===== src/rtl/secded_mem_ctrl.sv =====
// SECDED-protected word memory: Hamming encode on write, decode/correct on read with
// write-back of corrected words, plus a periodic background scrubber and error CSRs.
module secded_mem_ctrl #(
  parameter int DATA_W         = 32,
  parameter int DEPTH          = 64,
  parameter int SCRUB_INTERVAL = 1024,
  parameter int CNT_W          = 16,
  localparam int P_W = (DATA_W + 4 <= 8)   ? 3 :
                       (DATA_W + 5 <= 16)  ? 4 :
                       (DATA_W + 6 <= 32)  ? 5 :
                       (DATA_W + 7 <= 64)  ? 6 :
                       (DATA_W + 8 <= 128) ? 7 :
                       (DATA_W + 9 <= 256) ? 8 :
                       (DATA_W + 10 <= 512) ? 9 : 10,
  localparam int CODE_W = DATA_W + P_W + 1,
  localparam int AW     = $clog2(DEPTH)
) (
  input  logic              clk,
  input  logic              rst,
  input  logic              req_valid,
  output logic              req_ready,
  input  logic              req_we,
  input  logic [AW-1:0]     req_addr,
  input  logic [DATA_W-1:0] req_wdata,
  input  logic [CODE_W-1:0] inj_mask,
  output logic              rsp_valid,
  output logic [DATA_W-1:0] rsp_rdata,
  output logic              rsp_serr,
  output logic              rsp_derr,
  input  logic              scrub_en,
  output logic [CNT_W-1:0]  serr_cnt,
  output logic [CNT_W-1:0]  derr_cnt,
  output logic [AW-1:0]     last_err_addr
);

  localparam int TW = $clog2(SCRUB_INTERVAL);

  typedef enum logic [1:0] {S_IDLE, S_RD, S_CHK, S_WB} state_t;

  state_t             state, state_nxt;
  logic [CODE_W-1:0]  mem [DEPTH];
  logic [CODE_W-1:0]  rd_cw;
  logic [AW-1:0]      op_addr;
  logic               op_scrub;
  logic [AW-1:0]      scrub_ptr;
  logic [TW-1:0]      scrub_timer;
  logic               scrub_pending;

  logic               host_wr, launch_rd, launch_scrub, chk, wb_wr;
  logic [P_W-1:0]     syn;
  logic               ov, dec_serr, dec_derr;
  logic [CODE_W-1:0]  fixed_cw;
  logic [DATA_W-1:0]  dec_data;

  // Data bits fill non-power-of-two positions; check bit i covers positions with bit i set.
  function automatic logic [CODE_W-1:0] encode(input logic [DATA_W-1:0] d);
    logic [CODE_W-1:0] cw;
    logic              b;
    int                k;
    cw = '0;
    k  = 0;
    for (int pos = 1; pos < CODE_W; pos++) begin
      if ((pos & (pos - 1)) != 0) begin
        cw[pos] = d[k];
        k++;
      end
    end
    for (int i = 0; i < P_W; i++) begin
      b = 1'b0;
      for (int pos = 1; pos < CODE_W; pos++) begin
        if (((pos >> i) & 1) == 1) b = b ^ cw[pos];
      end
      cw[1 << i] = b;
    end
    cw[0] = ^cw;
    return cw;
  endfunction

  function automatic logic [DATA_W-1:0] extract(input logic [CODE_W-1:0] cw);
    logic [DATA_W-1:0] d;
    int                k;
    d = '0;
    k = 0;
    for (int pos = 1; pos < CODE_W; pos++) begin
      if ((pos & (pos - 1)) != 0) begin
        d[k] = cw[pos];
        k++;
      end
    end
    return d;
  endfunction

  always_comb begin
    syn = '0;
    for (int pos = 1; pos < CODE_W; pos++) begin
      if (rd_cw[pos]) syn = syn ^ P_W'(pos);
    end
    ov       = ^rd_cw;
    dec_serr = ov && (int'(syn) < CODE_W);
    dec_derr = (ov && (int'(syn) >= CODE_W)) || (!ov && (syn != '0));
    fixed_cw = rd_cw;
    // A syndrome of zero with odd parity means only the overall parity bit flipped.
    if (dec_serr && (syn != '0)) fixed_cw[syn] = ~rd_cw[syn];
    dec_data = extract(fixed_cw);
  end

  always_ff @(posedge clk or posedge rst) begin
    if (rst) state <= S_IDLE;
    else     state <= state_nxt;
  end

  always_comb begin
    state_nxt = state;
    case (state)
      S_IDLE:  if (launch_scrub || launch_rd) state_nxt = S_RD;
      S_RD:    state_nxt = S_CHK;
      S_CHK:   state_nxt = dec_serr ? S_WB : S_IDLE;
      S_WB:    state_nxt = S_IDLE;
      default: state_nxt = S_IDLE;
    endcase
  end

  // Handshake: a request transfers on a rising edge where req_valid && req_ready;
  // req_ready only depends on controller state, never on req_valid.
  always_comb begin
    req_ready    = 1'b0;
    host_wr      = 1'b0;
    launch_rd    = 1'b0;
    launch_scrub = 1'b0;
    chk          = 1'b0;
    wb_wr        = 1'b0;
    case (state)
      S_IDLE: begin
        req_ready    = !scrub_pending && !rst;
        launch_scrub = scrub_pending;
        host_wr      = req_valid && req_ready && req_we;
        launch_rd    = req_valid && req_ready && !req_we;
      end
      S_CHK:   chk   = 1'b1;
      S_WB:    wb_wr = 1'b1;
      default: ;
    endcase
  end

  assign rsp_valid = chk && !op_scrub;
  assign rsp_rdata = rsp_valid ? dec_data : '0;
  assign rsp_serr  = rsp_valid && dec_serr;
  assign rsp_derr  = rsp_valid && dec_derr;

  always_ff @(posedge clk or posedge rst) begin
    if (rst) begin
      op_addr       <= '0;
      op_scrub      <= 1'b0;
      rd_cw         <= '0;
      scrub_ptr     <= '0;
      scrub_timer   <= '0;
      scrub_pending <= 1'b0;
      serr_cnt      <= '0;
      derr_cnt      <= '0;
      last_err_addr <= '0;
    end else begin
      if (launch_scrub) begin
        op_addr  <= scrub_ptr;
        op_scrub <= 1'b1;
      end else if (launch_rd) begin
        op_addr  <= req_addr;
        op_scrub <= 1'b0;
      end
      if (state == S_RD) rd_cw <= mem[op_addr];
      if (chk) begin
        if (dec_serr || dec_derr) last_err_addr <= op_addr;
        if (dec_serr && (serr_cnt != '1)) serr_cnt <= serr_cnt + 1'b1;
        if (dec_derr && (derr_cnt != '1)) derr_cnt <= derr_cnt + 1'b1;
        if (op_scrub) scrub_ptr <= scrub_ptr + 1'b1;
      end
      // The timer is frozen while a scrub waits for the controller to go idle.
      if (!scrub_en) begin
        scrub_timer   <= '0;
        scrub_pending <= 1'b0;
      end else if (scrub_pending) begin
        if (launch_scrub) scrub_pending <= 1'b0;
      end else if (scrub_timer == TW'(SCRUB_INTERVAL - 1)) begin
        scrub_pending <= 1'b1;
        scrub_timer   <= '0;
      end else begin
        scrub_timer <= scrub_timer + 1'b1;
      end
    end
  end

  always_ff @(posedge clk) begin
    if (host_wr)    mem[req_addr] <= encode(req_wdata) ^ inj_mask;
    else if (wb_wr) mem[op_addr]  <= encode(dec_data);
  end

endmodule


===== config.mk =====
export PLATFORM = sky130hd
export DESIGN_NAME = secded_mem_ctrl
export DESIGN_NICKNAME = d
export VERILOG_FILES = /design/src/rtl/secded_mem_ctrl.sv
export SDC_FILE = /design/constraint.sdc
export NUM_CORES = 2
export LEC_CHECK = 0
export CORE_UTILIZATION = 48
export CTS_BUF_LIST = sky130_fd_sc_hd__clkbuf_16
export CTS_CLUSTER_DIAMETER = 30
export DETAILED_ROUTE_END_ITERATION = 8
export PLACE_DENSITY_LB_ADDON = 0.3
export REMOVE_ABC_BUFFERS = 1
export SKIP_LAST_GASP = 1
export SLEW_MARGIN = 20
export SYNTH_ARGS = -nofsm -noshare
export SYNTH_HDL_FRONTEND = slang
export SYNTH_SLANG_ARGS = --single-unit

===== constraint.sdc =====
create_clock -name clk -period 13.65 [get_ports clk]
set_input_delay 2.0475 -clock clk [delete_from_list [all_inputs] [get_ports clk]]
set_output_delay 2.0475 -clock clk [all_outputs]
set_load 0.02 [all_outputs]

## After elaboration in Yosys (flattened, before gate mapping)

Memory sizes are Yosys's and may differ from the RTL's. A register that Yosys moved wholly into a read port is not among the register bits.
Index checks and enable logic that the tools add are counted.

| storage, ports and cells | value |
|---|---|
| memories | 1 |
| register bits after elaboration | 64 |
| bits in writable memories | 2496 |
| output and inout bits | 74 |

| operators by class | value |
|---|---|
| bitwise logic cells | 217 |
| add/sub/neg operators | 64 |
| muxes and demuxes | 718 |
| equal/unequal tests | 8 |
| $lt $le $gt $ge | 66 |
| reductions and logical operators | 33 |

Memory list:

| memory | depth | bits a word | rd ports | clocked after memory_dff | wr ports | line | text |
|---|---|---|---|---|---|---|---|
| mem | 64 | 39 | 1 | 1 | 1 | 41 | `logic [CODE_W-1:0] mem [DEPTH];` |

Operator list:

| cell | number |
|---|---|
| 32-bit two-way mux | 94 |
| 32-bit by 7-bit less-than comparator with 1-bit output (second input constant) | 62 |
| 32-bit by 2-bit adder with 32-bit output (second input constant) | 60 |
| 1-bit two-way mux | 511 |
| 1-bit binary-select mux with 5-bit select | 62 |
| 1-bit XOR | 178 |
| 39-bit parity | 3 |
| 5-bit two-way mux | 16 |
| 39-bit two-way mux | 2 |
| 6-bit two-way mux | 10 |
| 39-bit bitwise mux | 1 |
| 3-bit inverter | 13 |
| 39-bit OR reduction | 1 |
| 39-bit XOR | 1 |
| 16-bit by 1-bit adder with 16-bit output (second input constant) | 2 |
| 4-bit two-way mux | 8 |
| 16-bit != test (second input constant) | 2 |
| 10-bit two-way mux | 3 |
| 2-bit inverter | 13 |
| 4-bit inverter | 5 |
| 1-bit logical AND | 14 |
| 3-bit two-way mux | 4 |
| 10-bit by 1-bit adder with 10-bit output (second input constant) | 1 |
| 10-bit equality test (second input constant) | 1 |
| 21 further kinds | 39 |

## Depth between registers and ports, before layout

| logic depth | value |
|---|---|
| word-level depth | 137 |
| mapped depth | 21 |

## Least setup slack after synthesis

No wires, ideal clock.

| timing path | value |
|---|---|
| path type | register to register |
| start | register rd_cw[27], read port of mem |
| end | memory mem[0][32] in the netlist's numbering (data pin) |
| path slack | 6.499 ns |
| clock period less this slack | 7.151 ns |
| cell stages (with the launch flop) | 19 |
| required time | 12.948 ns |
| arrival | 6.449 ns |
| setup time | 0.702 ns |
| cells stage by stage | dfrtp_1 buf_4 xnor2_1 xnor2_1 xnor3_2 xor2_2 mux2_1 o221ai_1 a22o_1 a21oi_4 a31oi_4 buf_6 buf_4 buf_2 nor2_1 a211oi_1 xnor2_1 xnor2_1 o21ai_0 |

| on the way | value |
|---|---|
| longest elaborated chain between the ends | 47 |
| elaborated cells on any way between the ends | 85 |
| those cells by class | order compare (3); mux (61); bitwise (16); reduce/logical (5) |

Ends and longest elaborated chain:

| element | line | text |
|---|---|---|
| start, declared | 42 | `logic [CODE_W-1:0] rd_cw;` |
| 5-bit two-way mux (2 in a row) | 96 | `if (rd_cw[pos]) syn = syn ^ P_W'(pos);` |
| 4-bit inverter (no line) or 5-bit two-way mux (tied branches) | n/a |  |
| 5-bit two-way mux or 4-bit inverter (tied branches) | n/a |  |
| 5-bit two-way mux | 96 |  |
| 5-bit inverter (no line) | n/a |  |
| 5-bit two-way mux | 96 |  |
| 6-bit two-way mux | 96 |  |
| 2-bit inverter (no line) or 6-bit two-way mux (tied branches) | n/a |  |
| [30 not listed] | n/a |  |
| 1-bit two-way mux | 192 | `if (host_wr) mem[req_addr] <= encode(req_wdata) ^ inj_mask;` |
| 1-bit XOR | 71 | `if (((pos >> i) & 1) == 1) b = b ^ cw[pos];` |
| 1-bit two-way mux | 193 | `else if (wb_wr) mem[op_addr] <= encode(dec_data);` |
| 1-bit two-way mux | 192 |  |
| 1-bit XOR * | 71 |  |
| 1-bit two-way mux * | 193 |  |
| 1-bit two-way mux * | 192 |  |
| 39-bit two-way mux (no line) * | n/a |  |
| end, declared | 41 |  |

Mark *: on every way between the ends. The rest lies on a longest branch, timed or not. The select of a mux whose other input is x is not followed.

## Worst setup path in the final report

| timing path | value |
|---|---|
| start | register rd_cw[31], read port of mem |
| end | output port rsp_rdata[19] |

| on the way | value |
|---|---|
| longest elaborated chain between the ends | 18 |
| elaborated cells on any way between the ends | 30 |
| those cells by class | order compare (3); mux (15); bitwise (7); reduce/logical (5) |

Ends and longest elaborated chain:

| element | line | text |
|---|---|---|
| 5-bit two-way mux | 96 |  |
| 6-bit two-way mux | 96 |  |
| 2-bit inverter (no line) or 6-bit two-way mux (tied branches) | n/a |  |
| 6-bit two-way mux or 2-bit inverter (tied branches) | n/a |  |
| 6-bit two-way mux | 96 |  |
| 3-bit inverter (no line) or 2-bit inverter (tied branches) | n/a |  |
| 6-bit two-way mux | 96 |  |
| 6-bit two-way mux or 3-bit inverter (tied branches) | n/a |  |
| [2 not listed] | n/a |  |
| 6-bit two-way mux | 96 |  |
| 6-bit by 7-bit less-than comparator with 1-bit output (not written as such) or 6-bit by 1-bit >= comparator with 1-bit output (tied branches) | 103 | `if (dec_serr && (syn != '0)) fixed_cw[syn] = ~rd_cw[syn];` |
| 1-bit logical AND (not written as such) | 103 |  |
| 1-bit two-way mux (not written as such) | 103 |  |
| 1-bit demux with 6-bit select | 103 |  |
| 39-bit bitwise mux | 103 |  |
| 39-bit two-way mux * | 103 |  |
| 32-bit two-way mux * | 146 | `assign rsp_rdata = rsp_valid ? dec_data : '0;` |
| end, declared | 27 | `output logic [DATA_W-1:0] rsp_rdata,` |

Marks and branches as above.

==> results.py <==
metrics = {
    "clocking": {
        "cts_buffers": 463,
        "post_cts_buffers": 0,
        "path_clk_slew_ns": 0.05,
        "cts_resized": 0,
        "cts_root_buffer": "clkbuf_16",
        "cts_hold_repair.buffers": 0,
        "clock_sinks": 2599,
        "cts_tree": "done",
        "insertion_delay_ns": 1.00,
        "cts_htree_levels": 5,
        "cts.path.max_buffers": 4,
    },
    "timing": {
        "rsz0062_at_grt": "no",
        "worst_pin_slew_ns": 1.15,
        "slew_headroom_pct": 20.9,
        "layout_worst_path_cycle_share_pct": 66.3,
        "hold_viol_final": 0,
        "finClkSkew_ns": 0.0844,
        "drv_slew": 0,
        "fmax_mhz": 110,
        "finalSetupViolCount": 0,
        "fin_tns_setup_ns": 0,
        "fin_crit_ns": 9.06,
    },
    "floorplanning": {
        "ios": 156,
        "fp-row-count": 170,
        "initial_core_util_pct": 48.2,
        "die-area_um2": 217000,
        "core_area_um2": 214000,
        "die_width_um": 466,
        "die_y_um": 466,
    },
    "synthesis": {
        "netlist_area_um2": 103000,
        "synth_edf_count": 2496,
        "yosysSeqAreaShare_pct": 75.0,
        "post_synth_num_cell_types": 71,
        "synth_cells": 4595,
        "ys_ff_latch": 2599,
        "yosysWarningCount": 0,
        "async_flop_share_pct": 3.96,
        "syn_avg_cell_area_um2": 22.5,
        "ys.flop_type": "edfxtp_1",
    },
    "final_layout": {
        "final_cell_mix": "edfxtp_1 (2496), mux4_2 (819), clkbuf_16 (469)",
        "nFillCells": 14945,
        "area_growth_pct": 21.6,
        "nets": 5204,
        "drive_above_1_share_pct": 35.0,
        "final_common_cell": "edfxtp_1",
    },
    "placed_design": {
        "place_hpwl_um": 148000,
        "place_congestion": 0.872,
        "io_buffers": 155,
    },
    "grt": {
        "grt-ovfl-total": 0,
        "grt_util_all_layers_pct": 25.3,
        "grt_max_degree": 148,
        "antenna_found_initial": 23,
        "grt_pass1_vias": 52553,
        "grt_pass1_wl_um": 388000,
    },
    "min_path": {
        "holdPathEnd": "scrub_ptr[5]",
        "hold_path.class": "flip-flop to flip-flop",
        "holdCritStartpoint": "scrub_ptr[5]",
        "min_delay_path_depth": 1,
    },
    "route": {
        "drtPass1Iterations": 5,
        "drt_wl_total_um": 273000,
        "post_drt_via_cell_ratio": 6.15,
        "vias": 51344,
        "wire_per_inst_um": 32.7,
        "drc": 0,
        "drtIter0Drc": 6370,
        "ant_nets": 0,
    },
    "critical_path": {
        "critPathCaptureType": "output port",
        "regToRegStartpoint": "rd_cw[31]",
        "r2r_slack_ns": 5.78,
        "r2r_cells": 18,
        "required_ns": 11.60,
        "worst-setup-path-type": "flip-flop to output port",
        "cp_max_fo": 39,
        "worstPathArrival_ns": 7.01,
        "r2r_end": "mem[32][0]",
        "worstSetupStartpointType": "flip-flop",
    },
    "job": {
        "drv_cap": 0,
    },
    "status": {
        "status": "finished clean",
    },
}
flip-flops by register name (all words and copies together) (netlist names):
| name | count |
|---|---|
| mem | 2496 |
| op_scrub | 1 |
| op_addr | 6 |
| scrub_pending | 1 |
| state | 2 |
| rd_cw | 39 |
| scrub_ptr | 6 |
| serr_cnt | 16 |
| last_err_addr | 6 |
| scrub_timer | 10 |
| derr_cnt | 16 |
stage by stage:
| step | util, % | instance area, um^2 | instances | hold WS, ns | setup WS [ns] |
|---|---|---|---|---|---|
| after floorplan | - | 102000 | 4352 | 0.445 | -11.85 |
| after global placement | 51.2 | 110000 | 7489 | 0.465 | 5.45 |
| after detailed placement | 51.2 | 110000 | 7491 | 0.470 | 5.64 |
| after CTS | 58.6 | 126000 | 8341 | 0.483 | 4.58 |
| after global routing | 58.6 | 126000 | 8341 | 0.507 | 4.31 |
| final | 58.7 | 126000 | 8344 | 0.483 | 4.59 |
worst max path at each step:
stage                     to  slack [ns]  startpoint  cells past startpoint
6_report       rsp_rdata[19]        4.59   rd_cw[31]                     13
5_1_grt        rsp_rdata[19]        4.31   rd_cw[31]                     13
3_5_place_dp   rsp_rdata[19]        5.64   rd_cw[31]                     13
3_3_place_gp      mem[53][0]        5.45   rd_cw[31]                     17
4_1_cts        rsp_rdata[19]        4.58   rd_cw[31]                     13
2_1_floorplan      rd_cw[11]      -11.85  op_addr[0]                      5
area by class of cell:
cell class                      count  area, um^2  share of cell area (%)
Sequential cell                  2599       77500                    61.7
Timing Repair Buffer              301        2790                    2.22
Antenna cell                        3        7.51                 0.00597
Multi-Input combinational cell   1736       25800                    20.5
Inverter                           17        66.3                  0.0527
Clock inverter                    381        4260                    3.39
Clock buffer                      469       11700                    9.33
Tap cell                         2838        3550                    2.82
critical path: stages, from the launching register on:
cell	delay [ns]
dfrtp_1	0.60
xor2_1	0.22
xnor3_1	0.46
xnor2_2	0.31
xnor3_1	0.92
nand2_1	0.22
o221a_2	0.31
o221ai_1	0.19
nand3_2	0.15
a31oi_4	0.78
buf_4	0.54
mux2i_1	0.41
nor2_1	0.26
clkdlybuf4s50_1	0.64
cell families after synthesis:
kind of cell             after synthesis  share of synthesized area (%)
AO/OA/AOI/OAI                        159                           1.01
XOR/XNOR                             262                           2.50
adder cells (fa/ha/maj)                5                         0.0581
buffers and inverters                260                           1.02
flip-flops                          2599                           75.0
multiplexers                         903                           18.7
AND/OR/NAND/NOR                      407                           1.74
routing by layer:
metal | wire [um] | share of wire [%] | vias up | global-route usage (%)
met1 | 107000 | 39 | 27806 | 34.7
li1 | - | - | 20584 | -
met4 | 6390 | 2.3 | 8 | 6.94
met2 | 134000 | 49 | 2534 | 41.0
met5 | 59 | 0.022 | - | 0
met3 | 25600 | 9.4 | 412 | 5.89
cell usage after synthesis, drive strengths merged (22+ instances only):
library cell  instances  area share [%]
a21oi                22            0.12
buf                  95            0.42
clkbuf              148            0.54
dfrtp               103             2.5
edfxtp             2496              72
mux2                 44            0.48
mux2i                40            0.39
mux4                819              18
nand2               133            0.48
nand3                34            0.17
nor2                151            0.55
o21ai                71            0.34
xnor2               172             1.5
xor2                 78            0.68
Power is left out: the tool's default activity adds up to more than one toggle a clock period on the data nets, which glitch-free logic cannot reach.
